## src/rtl/boot_sequencer_pkg.sv

```systemverilog
// Shared definitions for the boot sequencer: state encoding, error codes and image header size.
package boot_sequencer_pkg;

    localparam logic [3:0] ST_IDLE    = 4'd0;
    localparam logic [3:0] ST_LEN_HI  = 4'd1;
    localparam logic [3:0] ST_LEN_LO  = 4'd2;
    localparam logic [3:0] ST_DATA_HI = 4'd3;
    localparam logic [3:0] ST_DATA_LO = 4'd4;
    localparam logic [3:0] ST_WRITE   = 4'd5;
    localparam logic [3:0] ST_CSUM_HI = 4'd6;
    localparam logic [3:0] ST_CSUM_LO = 4'd7;
    localparam logic [3:0] ST_DONE    = 4'd8;
    localparam logic [3:0] ST_ERROR   = 4'd9;

    localparam logic [1:0] ERR_NONE    = 2'b00;
    localparam logic [1:0] ERR_LEN     = 2'b01;
    localparam logic [1:0] ERR_TIMEOUT = 2'b10;
    localparam logic [1:0] ERR_CSUM    = 2'b11;

    // LEN_HI + LEN_LO precede the data words.
    localparam int unsigned HDR_BYTES = 2;

    function automatic logic takes_byte(input logic [3:0] st);
        return st inside {ST_LEN_HI, ST_LEN_LO, ST_DATA_HI, ST_DATA_LO, ST_CSUM_HI, ST_CSUM_LO};
    endfunction

endpackage

```

## src/rtl/boot_sequencer_byte_packer.sv

```systemverilog
// Packs a big-endian HI/LO byte pair into a 16-bit word; word_valid strobes with the LO byte.
module boot_sequencer_byte_packer (
    input  logic        clk,
    input  logic        rst,
    input  logic [7:0]  data_byte,
    input  logic        hi_en,
    input  logic        lo_en,
    output logic [15:0] word,
    output logic        word_valid
);

    logic [7:0] hi_q;

    always_ff @(posedge clk or posedge rst) begin
        if (rst) begin
            hi_q <= '0;
        end else if (hi_en) begin
            hi_q <= data_byte;
        end
    end

    assign word       = {hi_q, data_byte};
    assign word_valid = lo_en;

endmodule

```

## src/rtl/boot_sequencer.sv

```systemverilog
// Boot sequencer: streams a length-prefixed image from storage into memory via the boot port.
// Optional trailing checksum check enabled by defining BOOT_CHECKSUM_EN.
module boot_sequencer
    import boot_sequencer_pkg::*;
#(
    parameter logic [15:0] BASE_ADDR   = 16'h0000,
    parameter logic [15:0] MAX_WORDS   = 16'hC000,
    parameter int unsigned TIMEOUT_CYC = 65535
) (
    input  logic        i_clk,
    input  logic        i_rst,
    input  logic        i_start,
    input  logic [7:0]  i_storeByte,
    input  logic        i_storeValid,
    output logic        o_storeReady,
    output logic [15:0] o_bootMemAddr,
    output logic [15:0] o_bootDataOut,
    output logic        o_bootMemEn,
    output logic        o_isBooted,
    output logic        o_bootErr,
    output logic [1:0]  o_errCode
);

`ifdef BOOT_CHECKSUM_EN
    localparam logic [3:0] ST_FINAL = ST_CSUM_HI;
`else
    localparam logic [3:0] ST_FINAL = ST_DONE;
`endif
    localparam logic [15:0] TMO_LAST = 16'(TIMEOUT_CYC - 1);

    logic [3:0]  state_q, state_d;
    logic [15:0] len_q, len_d;
    logic [15:0] idx_q, idx_d;
    logic [15:0] tmo_q, tmo_d;
    logic [15:0] addr_q, addr_d;
    logic [15:0] data_q, data_d;
    logic [1:0]  code_q, code_d;
    logic        ready_q, en_q, booted_q, err_q;
`ifdef BOOT_CHECKSUM_EN
    logic [15:0] csum_q, csum_d;
`endif

    logic        accept, hi_en, lo_en, word_valid;
    logic [15:0] word;

    assign accept = ready_q & i_storeValid;
    assign hi_en  = accept & (state_q inside {ST_LEN_HI, ST_DATA_HI, ST_CSUM_HI});
    assign lo_en  = accept & (state_q inside {ST_LEN_LO, ST_DATA_LO, ST_CSUM_LO});

    boot_sequencer_byte_packer u_packer (
        .clk        (i_clk),
        .rst        (i_rst),
        .data_byte  (i_storeByte),
        .hi_en      (hi_en),
        .lo_en      (lo_en),
        .word       (word),
        .word_valid (word_valid)
    );

    always_comb begin
        state_d = state_q;
        len_d   = len_q;
        idx_d   = idx_q;
        tmo_d   = '0;
        addr_d  = addr_q;
        data_d  = data_q;
        code_d  = code_q;
`ifdef BOOT_CHECKSUM_EN
        csum_d  = csum_q;
`endif
        case (state_q)
            ST_IDLE: begin
                if (i_start) begin
                    state_d = ST_LEN_HI;
                    idx_d   = '0;
`ifdef BOOT_CHECKSUM_EN
                    csum_d  = '0;
`endif
                end
            end
            ST_LEN_HI:  if (accept) state_d = ST_LEN_LO;
            ST_LEN_LO: begin
                if (word_valid) begin
                    len_d = word;
`ifdef BOOT_CHECKSUM_EN
                    csum_d = csum_q ^ word;
`endif
                    if (word > MAX_WORDS) begin
                        state_d = ST_ERROR;
                        code_d  = ERR_LEN;
                    end else if (word == 16'd0) begin
                        state_d = ST_FINAL;
                    end else begin
                        state_d = ST_DATA_HI;
                    end
                end
            end
            ST_DATA_HI: if (accept) state_d = ST_DATA_LO;
            ST_DATA_LO: begin
                if (word_valid) begin
                    state_d = ST_WRITE;
                    addr_d  = BASE_ADDR + idx_q;
                    data_d  = word;
`ifdef BOOT_CHECKSUM_EN
                    csum_d  = csum_q ^ word;
`endif
                end
            end
            ST_WRITE: begin
                idx_d   = idx_q + 16'd1;
                state_d = ((idx_q + 16'd1) == len_q) ? ST_FINAL : ST_DATA_HI;
            end
`ifdef BOOT_CHECKSUM_EN
            ST_CSUM_HI: if (accept) state_d = ST_CSUM_LO;
            ST_CSUM_LO: begin
                if (word_valid) begin
                    if (word == csum_q) begin
                        state_d = ST_DONE;
                    end else begin
                        state_d = ST_ERROR;
                        code_d  = ERR_CSUM;
                    end
                end
            end
`endif
            ST_DONE, ST_ERROR: state_d = state_q;
            default: state_d = ST_IDLE;
        endcase

        // An arriving byte always beats the timeout, so only idle ready cycles count.
        if (ready_q && !i_storeValid) begin
            if (tmo_q == TMO_LAST) begin
                state_d = ST_ERROR;
                code_d  = ERR_TIMEOUT;
            end else begin
                tmo_d = tmo_q + 16'd1;
            end
        end
    end

    always_ff @(posedge i_clk or posedge i_rst) begin
        if (i_rst) begin
            state_q  <= ST_IDLE;
            len_q    <= '0;
            idx_q    <= '0;
            tmo_q    <= '0;
            addr_q   <= '0;
            data_q   <= '0;
            code_q   <= ERR_NONE;
            ready_q  <= 1'b0;
            en_q     <= 1'b0;
            booted_q <= 1'b0;
            err_q    <= 1'b0;
`ifdef BOOT_CHECKSUM_EN
            csum_q   <= '0;
`endif
        end else begin
            state_q  <= state_d;
            len_q    <= len_d;
            idx_q    <= idx_d;
            tmo_q    <= tmo_d;
            addr_q   <= addr_d;
            data_q   <= data_d;
            code_q   <= code_d;
            ready_q  <= takes_byte(state_d);
            en_q     <= (state_d == ST_WRITE);
            booted_q <= (state_d == ST_DONE);
            err_q    <= (state_d == ST_ERROR);
`ifdef BOOT_CHECKSUM_EN
            csum_q   <= csum_d;
`endif
        end
    end

    assign o_storeReady  = ready_q;
    assign o_bootMemAddr = addr_q;
    assign o_bootDataOut = data_q;
    assign o_bootMemEn   = en_q;
    assign o_isBooted    = booted_q;
    assign o_bootErr     = err_q;
    assign o_errCode     = code_q;

endmodule

```

## config.mk

```make
export PLATFORM = sky130hd
export DESIGN_NAME = boot_sequencer
export DESIGN_NICKNAME = d
export VERILOG_FILES = /design/src/rtl/boot_sequencer_pkg.sv /design/src/rtl/boot_sequencer_byte_packer.sv /design/src/rtl/boot_sequencer.sv
export SDC_FILE = /design/constraint.sdc
export NUM_CORES = 1
export LEC_CHECK = 0
export BUFFER_PORTS_ARGS = -buffer_cell sky130_fd_sc_hd__buf_2
export CAP_MARGIN = 20
export CORE_MARGIN = 2
export CORE_UTILIZATION = 50
export CTS_BUF_LIST = sky130_fd_sc_hd__clkbuf_8
export DETAILED_ROUTE_END_ITERATION = 7
export PLACE_DENSITY_LB_ADDON = 0.25
export SYNTH_ARGS = -nofsm -noshare
export SYNTH_HDL_FRONTEND = slang
export SYNTH_HIERARCHICAL = 1
export SYNTH_SLANG_ARGS = --single-unit
```

## constraint.sdc

```tcl
create_clock -name i_clk -period 2.83 [get_ports i_clk]
set_clock_uncertainty 0.2 [all_clocks]
set_input_delay 0.4245 -clock i_clk [delete_from_list [all_inputs] [get_ports i_clk]]
set_output_delay 0.4245 -clock i_clk [all_outputs]
set_load 0.03 [all_outputs]
```

# --- Word level (Yosys, flattened, before mapping) ---
# Cells that the tools add are included.
word_totals:
  ff_bits: 98
  in_bits: 12
  wordCells: 71
op_classes:
  add_sub_neg: 2
  magnitude_cmp: 1
  eq_ne: 21
  n_mux: 20
  bitwise_logic: 3
  reduce_logical: 12
ops:
  columns: ["operator", "count"]
  rows:
  - ["$mux W16", 3]
  - ["$mux W4", 10]
  - ["$add A16 B1 Y16 const B", 2]
  - ["$eq A4 B3 Y1 const B", 8]
  - ["$pmux W16 S2", 1]
  - ["$pmux W4 S7", 1]
  - ["$eq A16 B16 Y1", 1]
  - ["$eq A16 B16 Y1 const B", 1]
  - ["$eq A4 B2 Y1 const B", 4]
  - ["$eq A4 B4 Y1 const B", 4]
  - ["$gt A16 B16 Y1 const B", 1]
  - ["$logic_not A16 Y1", 1]
  - ["$mux W2", 5]
  - ["$eq A4 B1 Y1 const B", 2]
  - ["$reduce_and A2 Y1", 3]
  - ["$reduce_bool A3 Y1", 2]
  - ["$reduce_bool A6 Y1", 1]
  - ["$logic_not A4 Y1", 1]
  - ["$and A1 B1 Y1", 3]
  - ["$ne A2 B2 Y1 const B", 1]
  - ["$reduce_bool A2 Y1", 1]
  - ["$reduce_or A2 Y1", 1]
  - ["$logic_and A1 B1 Y1", 1]
  - ["$logic_not A1 Y1", 1]

# --- Logic depth before layout (Yosys ltp) ---
# Gate-level depths: netlist (run 1).
depth:
  ltp_word: 9
  depth_mapped: 12

# --- Modules after synthesis ---
# Netlist (run 1), hierarchy kept.
by_module_without_submodules:
  columns: ["mod", "instances", "cells_per_inst", "area_each_um2"]
  rows:
  - ["boot_sequencer", 1, 443, 4559.4]
  - ["boot_sequencer_byte_packer", 1, 27, 402.9]

# --- Worst setup path after synthesis (run 1) ---
# OpenSTA, ideal clock, no wires.
synth_path:
  path_kind: "register to register"
  from: "register state_q[2]"
  to: "register ready_q (netlist: o_storeReady)"
  setup_time_ns: 0.063
  t_arrival_ns: 2.496
  required_ns: 2.567
  setup_slack_ns: 0.070
  stages_incl_launch_ff: 11
  path_buffers: 2
  path_cell_list: "dfrtp_1 -> clkbuf_1 -> xor2_1 -> nor2_1 -> a2111oi_0 -> buf_4 -> nand4b_1 -> and4b_1 -> and3_1 -> a211oi_1 -> o21ba_2"
synth_between:
  elab_chain_cells: 9
  word_cells_on_any_way: 27
  classes_between: "14 x eq/ne; 8 x mux; 1 x bitwise; 4 x reduce/logical"
synth_rtl:
  columns: ["item", "line", "text"]
  rows:
  - ["start, declared", "boot_sequencer.sv:31", "logic [3:0] state_q, state_d;"]
  - ["start signal, assigned", "boot_sequencer.sv:158", "state_q <= state_d;"]
  - ["$eq A4 B2 Y1 or $eq A4 B3 Y1 (tied branches)", "boot_sequencer.sv:48", "assign lo_en = accept & (state_q inside {ST_LEN_LO, ST_DATA_LO, ST_CSUM_LO});"]
  - ["$reduce_bool A3 Y1 *", "boot_sequencer.sv:48", null]
  - ["$and A1 B1 Y1 *", "boot_sequencer.sv:48", null]
  - ["net lo_en", "boot_sequencer.sv:43", "logic accept, hi_en, lo_en, word_valid;"]
  - ["$mux W4 (on tied branches)", "boot_sequencer.sv:100, boot_sequencer.sv:83", null]
  - ["$pmux W4 S7 *", "boot_sequencer.sv:71", "case (state_q)"]
  - ["$mux W4", "boot_sequencer.sv:132", "if (tmo_q == TMO_LAST) begin"]
  - ["$mux W4 *", "boot_sequencer.sv:131", "if (ready_q && !i_storeValid) begin"]
  - ["$eq A4 B1 Y1 (tied with other cells)", "boot_sequencer_pkg.sv:24", "return st inside {ST_LEN_HI, ST_LEN_LO, ST_DATA_HI, ST_DATA_LO, ST_CSUM_HI, ST_CSUM_LO};"]
  - ["$reduce_bool A6 Y1 *", "boot_sequencer_pkg.sv:24", null]
  - ["end signal, assigned", "boot_sequencer.sv:165", "ready_q <= takes_byte(state_d);"]
  - ["end, declared", "boot_sequencer.sv:38", "logic ready_q, en_q, booted_q, err_q;"]
# The timed path passes the listed nets; every way through them passes the cells marked *.
# A chain may end at the register's enable or synchronous reset.

# --- Final worst setup path (run 1) ---
layout_path:
  from: "register state_q[1]"
  to: "register ready_q (netlist: o_storeReady)"
# The elaborated chain is that of the path after synthesis.

==> results of run 1 <==
-- flip-flops by register name, indices dropped and copies added, names as in the netlist --
register and flops:
len_q 16, o_isBooted 1, o_bootDataOut 16, o_bootMemAddr 16, u_packer/hi_q 8, idx_q 16
tmo_q 16, o_bootErr 1, state_q 4, o_bootMemEn 1, o_errCode 2, o_storeReady 1
-- power groups by stage --
stage / registers, mW / logic (mW) / clock network (mW)
2_1_floorplan: 2.12 / 1.08 / 0
3_3_place_gp: 2.04 / 1.53 / 0
3_5_place_dp: 2.06 / 1.57 / 0
4_1_cts: 2.04 / 1.58 / 1.02
5_1_grt: 2.09 / 1.75 / 1.07
6_report: 2.03 / 1.58 / 0.995
-- cells by family (layout without fill, tap and decap cells) --
kind of cell	count (synthesis)	count (layout)
fa+ha+maj	3	3
xor+xnor	31	31
compound gates	77	77
buf+inv	46	96
mux	54	54
flops	98	98
simple gates	161	161
-- synthesized netlist by cell type, drive strengths merged (4+ instances only) --
master	n	area, um2
dfrtp	98	2450
mux2	52	616
nor2	43	161
nand2	36	135
o21ai	28	144
clkbuf	18	67.6
buf	17	115
xnor2	16	140
nand3	15	75.1
xor2	15	131
a21oi	14	70.1
nand4	13	87.6
inv	11	41.3
or3	9	61.3
and3	7	43.8
and2	6	37.5
and4	6	52.6
o31ai	6	45.0
nand4b	5	43.8
a21o	4	31.3
nor3	4	20.0
o41ai	4	35.0
-- area by class of cell --
| type | instances | area share (%) |
|---|---|---|
| Clock inverter | 6 | 1.66 |
| Multi-Input combinational cell | 326 | 40.9 |
| Sequential cell | 98 | 43.9 |
| Timing Repair Buffer | 70 | 7.48 |
| Inverter | 11 | 0.806 |
| Tap cell | 133 | 2.98 |
| Clock buffer | 9 | 2.22 |
-- routing by layer --
metal	routed length, um	up-vias	part of all wire [%]
met5	0	-	0
met4	204	0	1.9
met3	520	21	4.8
met2	4990	93	46
met1	5030	1813	47
li1	-	1752	-
-- cells in the final DEF (no fill, tap or decap), types with 14 or more instances in the layout --
master   synthesis  final
a21oi_1         14     14
buf_2            5     49
buf_4           10     19
dfrtp_1         98     96
mux2_2          44     44
nand2_1         36     36
nand3_1         15     15
nor2_1          43     43
o21ai_0         26     26
xnor2_1         16     16
xor2_1          15     15
-- how the worst max path moves through the flow --
stage / from / to / slack, ns / cells past startpoint
after floorplan: state_q[2] / o_storeReady / 0.07 / 10
after global placement: idx_q[7] / o_storeReady / 0.22 / 7
after detailed placement: idx_q[7] / o_storeReady / 0.15 / 7
after CTS: state_q[1] / o_storeReady / 0.09 / 10
after global routing: state_q[1] / o_storeReady / 0.02 / 10
final: state_q[1] / o_storeReady / 0.16 / 10
-- repair_timing --
item                                    in CTS  in global routing
hold endpoints to repair                    37                  0
endpoints found under the setup margin       0                  2
hold buffers                                 1                  0
setup buffers                                0                  0
gates resized for setup                      0                  3
==> qor.yml, run 1 <==
worst_setup_path:
  cpPeakStageDelay_ns: 0.49
  crit_buf_inv: 1
  cp-start-kind: "register"
  cp_cell_sequence: "xor2_1 -> nor2_1 -> a2111oi_1 -> buf_4 -> and2_1 -> o31ai_1 -> and4b_1 -> and3_1 -> a211oi_1 -> o21ba_2"
  path_class: "register to register"
  path_max_fanout: 10
  r2r-end: "o_storeReady"
  slowest_stage: "dfrtp_2"
  timing.critical_path.arrival_ns: 2.78
  rr_startpoint: "state_q[1]"
  worst_ep_required_time_ns: 2.94
  cpLargestDelayFamily: "compound AO/OA/AOI/OAI gates"
  rrSetupSlack_ns: 0.16
  r2r_cells: 10
  cp-end-kind: "register"
placement:
  place_worst_setup_slack_ns: 0.145
  dp_hpwl_mm: 7.86
  placed_area_um2: 5350
  port_buffers: 49
  gp_routability_congestion: 0.854
  placed_cells: 636
flow_run:
  drv_cap: 0
grt:
  use_met3_pct: 4.09
  gr-total-overflow: 0
  grt_pass1_wl_mm: 18.6
  grt_usage_pct: 21.5
  grt_antenna_before_repair: 0
  grt_max_degree: 37
  use_met2_pct: 33.9
  grt_pass1_vias: 3762
  busiest_layer: "met2"
  use_met1_pct: 29.4
floorplanning:
  rows: 36
  start_util_pct: 51.2
  core_um2: 9680
  io_pins: 50
  die_w_um: 104
  die_h_um: 104
  die_area_um2: 10700
yosys:
  syn_area_um2: 4960
  ys_seq_elements: 98
  synth_edf_count: 0
  ys_warn_count: 6
  synthArstFlopShare_pct: 100
  avgSynthCellArea_um2: 10.6
  synth_cells: 470
  synthXorXnorAreaFrac_pct: 5.47
  ys_types: 58
  synthMuxAreaShare_pct: 12.8
  syn-num-nets: 485
  synth_top_family_by_area: "simple AND/OR/NAND/NOR gates"
  synthAdderAreaFrac_pct: 0.756
  yosys.area_share.simple_pct: 17.0
  ys_seq_area_share_pct: 49.4
  synth_compound_area_share_pct: 10.1
  synth_ff_type: "dfrtp_1"
power_and_ir_drop:
  p_switching_mw: 1.67
  pwr-share-seq_pct: 44.1
  p_sw_share_pct: 36.2
  leakagePower_nw: 2.65
  clkPwrFrac_pct: 21.6
  p_comb_share_pct: 34.3
  p_per_area_nw_per_um2: 825
  p_int_mw: 2.94
  total_power_mw: 4.61
  ir_worst_vdd_mv: 0.485
sta:
  worst_pin_slew_ns: 0.668
  finalMaxSlewViolations: 0
  period_share_pct: 94.3
  slew_headroom_pct: 55.4
  tns_ns: 0
  setup_violations: 0
  layout_min_cycle_time_ns: 2.67
  whs_ns: 0.133
  hold_violations: 0
  rsz0062_at_grt: "no"
  post-route-worst-setup-slack_ns: 0.162
  max_freq_mhz: 375
route:
  wirelength_mm: 10.7
  route.detailed.drc: 0
  dr.first_iter.drc_count: 252
  route.vias.total: 3679
  ant_nets: 0
  drt_pre_antenna_iters: 4
  drt-vias-per-instance: 5.63
  wl_per_cell_um: 16.5
hold_path:
  min_from: "i_storeByte[1]"
  min_path_cells: 2
  min_to: "o_bootDataOut[1]"
  min_path_type: "primary input to register"
finish:
  seq_area_um2: 2450
  num-nets-final: 531
  utilization_pct: 57.7
  final_layout_size_suffix_gt1_share_pct: 28.7
  finalNonFillerCells: 653
  multi_input_area_um2: 2290
  num-fill-cells: 852
  syn2layout_area_growth_pct: 12.6
  final_area_um2: 5590
  antenna_cells: 0
run_status:
  outcome: "finished clean"
clock_network:
  clockRootBuffer: "clkbuf_8"
  path_clk_slew_ns: 0.10
  insertion_delay_ns: 0.37
  clk_path_buf_depth: 2
  cts_inserted_buffers: 9
  clock_sink_count: 98
  htree_levels: 3
  cts_tree: "done"
No activity file was read; power rests on OpenSTA's default activity.
==> run 2, diff against run 1 <==
--- a/config.mk
+++ b/config.mk
@@ -9,9 +9,9 @@
 export CAP_MARGIN = 20
 export CORE_MARGIN = 2
 export CORE_UTILIZATION = 50
-export CTS_BUF_LIST = sky130_fd_sc_hd__clkbuf_8
+export CTS_BUF_LIST = sky130_fd_sc_hd__clkbuf_4 sky130_fd_sc_hd__clkbuf_8 sky130_fd_sc_hd__clkbuf_16
 export DETAILED_ROUTE_END_ITERATION = 7
-export PLACE_DENSITY_LB_ADDON = 0.25
+export PLACE_DENSITY = 0.8
 export SYNTH_ARGS = -nofsm -noshare
 export SYNTH_HDL_FRONTEND = slang
 export SYNTH_HIERARCHICAL = 1
==> run 2 against run 1 <==
Critical path depth fell by 3. Combinational power increased by 3%. Setup slack worse by 0.034 ns. Power up 1.5%. Count of clock-buffer cells in the layout up 1. Non-clock buffer count did not move. Fmax is 1.3% lower. Sequential power is essentially flat. Sequential share of layout area is 0.081 points lower. Die area stayed put. Final cell count rose by 0.15%. Register-to-register slack worse by 0.03 ns. Largest cell class unchanged.
==> qor.yml, run 2 (same netlist as run 1, synthesis figures left out) <==
run_status:
  outcome: "finished clean"
sta:
  setup_violations: 0  # unchanged
  max_freq_mhz: 370  # -1.3%
  rsz0062_at_grt: "no"
  layout_min_cycle_time_ns: 2.70  # +0.0339 ns
  whs_ns: 0.126  # -0.00736 ns
  hold_violations: 0  # unchanged
  worst_pin_slew_ns: 0.706  # +0.0385 ns
  slew_headroom_pct: 52.8  # -2.6 points
  tns_ns: 0  # unchanged
  period_share_pct: 95.5  # +1.2 points
  finalMaxSlewViolations: 0  # unchanged
finish:
  antenna_cells: 0  # unchanged
  syn2layout_area_growth_pct: 12.8
  utilization_pct: 57.8  # +0.077 points
  num-nets-final: 531  # unchanged
  final_cell_mix: "97 x dfrtp_1, 49 x buf_2, 44 x mux2_2"
  layout_commonest_cell: "dfrtp_1"
  final_layout_size_suffix_gt1_share_pct: 28.6  # -0.055 points
grt:
  grt_pass1_vias: 3728  # -0.90%
  grt_max_degree: 61  # +65%
  grt_pass1_wl_mm: 18.7  # +0.40%
  gr-total-overflow: 0  # unchanged
  grt_usage_pct: 21.7  # +0.26 points
  grt_antenna_before_repair: 0  # unchanged
route:
  drt-vias-per-instance: 5.75  # +2.0%
  ant_nets: 0  # unchanged
  route.vias.total: 3759  # +2.2%
  wirelength_mm: 11.0  # +2.2%
  drt_pre_antenna_iters: 4  # unchanged
  route.detailed.drc: 0  # unchanged
  wl_per_cell_um: 16.8  # +2.1%
  dr.first_iter.drc_count: 368  # +46%
flow_run:
  drv_cap: 0  # unchanged
clock_network:
  clk_path_buf_depth: 2  # unchanged
  path_clk_slew_ns: 0.10  # about the same
  insertion_delay_ns: 0.38  # about the same
  htree_levels: 3  # unchanged
  clockRootBuffer: "clkbuf_8"
  cts_inserted_buffers: 9  # unchanged
  clock_sink_count: 98  # unchanged
  cts_tree: "done"
  postCtsSetupBuffers: 0  # unchanged
floorplanning:
  die_w_um: 104  # unchanged
  io_pins: 50  # unchanged
  rows: 36  # unchanged
  core_um2: 9680  # unchanged
  start_util_pct: 51.2  # unchanged
  die_area_um2: 10700  # unchanged
  die_h_um: 104  # unchanged
worst_setup_path:
  slowest_stage: "or4b_1"
  path_class: "register to register"
  cp-end-kind: "register"
  cpPeakStageDelay_ns: 0.52  # +0.03 ns
  worst_ep_required_time_ns: 2.95  # about the same
  cp-start-kind: "register"
  rrSetupSlack_ns: 0.13  # -0.03 ns
  timing.critical_path.arrival_ns: 2.82  # +0.04 ns
  path_max_fanout: 6  # -4
  cp_cell_sequence: "nand4_2 -> or3_4 -> or4b_1 -> a32oi_1 -> nand2_1 -> o21ai_2 -> o2111a_1"
power_and_ir_drop:
  p_per_area_nw_per_um2: 836  # +1.3%
  total_power_mw: 4.68  # +1.5%
  leakagePower_nw: 2.66  # +0.55%
  ir_worst_vdd_mv: 0.531  # +9.5%
placement:
  gp_routability_congestion: 0.874  # +2.3%
  port_buffers: 49  # unchanged
  dp_hpwl_mm: 7.92  # +0.79%
hold_path:
  min_path_type: "primary input to register"
[run 2: cell types whose count changed in the layout (fill, tap and decap cells not counted), sizes merged]
cell      previous run  this run
inv                 10        13
clkinvlp             3         1
clkbuf               9        10
clkinv               2         1
[run 2: layout make-up]
class                           instances  area [um2]
Clock buffer                           10         131
Sequential cell                        98        2450
Clock inverter                          6        95.1
Timing Repair Buffer                   70         418
Fill cell                             837        4090
Inverter                               11        45.0
Tap cell                              133         166
Multi-Input combinational cell        326        2290
[run 2: final timing paths]
path                                   from               end  cells after the start
min in group asynchronous             i_rst  u_packer/hi_q[3]                      3
max in group asynchronous             i_rst  o_bootMemAddr[3]                      4
min reg2reg                o_bootMemAddr[8]  o_bootMemAddr[8]                      2
min                          i_storeByte[1]  u_packer/hi_q[1]                      2
max                                idx_q[7]        o_isBooted                      7
max reg2reg                        idx_q[7]        o_isBooted                      7
[run 2: timing repair]
item | in CTS | in global routing
hold buffers | 1 | 0
endpoints found under the hold margin | 38 | 0
resized for setup | 0 | 1
endpoints found under the setup margin | 0 | 3
[run 2: per-stage QoR]
step	instance area, um2	setup WS [ns]	instances
floorplan	4970	0.0705	470
global placement	5360	0.222	637
detailed placement	5360	0.135	637
CTS	5590	0.109	654
global route	5600	0.0234	654
finish	5600	0.128	654
[run 2: where the power goes]
group	total, mW	switching [mW]	internal [mW]
registers	2.02	0.312	1.71
clock network	1.04	0.517	0.519
logic	1.62	0.867	0.754
[run 2: per-layer routing]
| layer | GRT usage, % | vias to the layer above | share of wire [%] |
|---|---|---|---|
| met5 | 0 | - | 0 |
| met4 | 8.01 | 0 | 1.5 |
| met3 | 4.66 | 13 | 4.3 |
| met2 | 35.0 | 106 | 48 |
| met1 | 29.1 | 1887 | 46 |
| li1 | - | 1753 | - |
[run 2: worst max-delay path, delay by kind of cell, from the launching register on]
family | cells | cell delay, ns
simple gates | 4 | 1.25
compound gates | 3 | 0.75
flops | 1 | 0.43
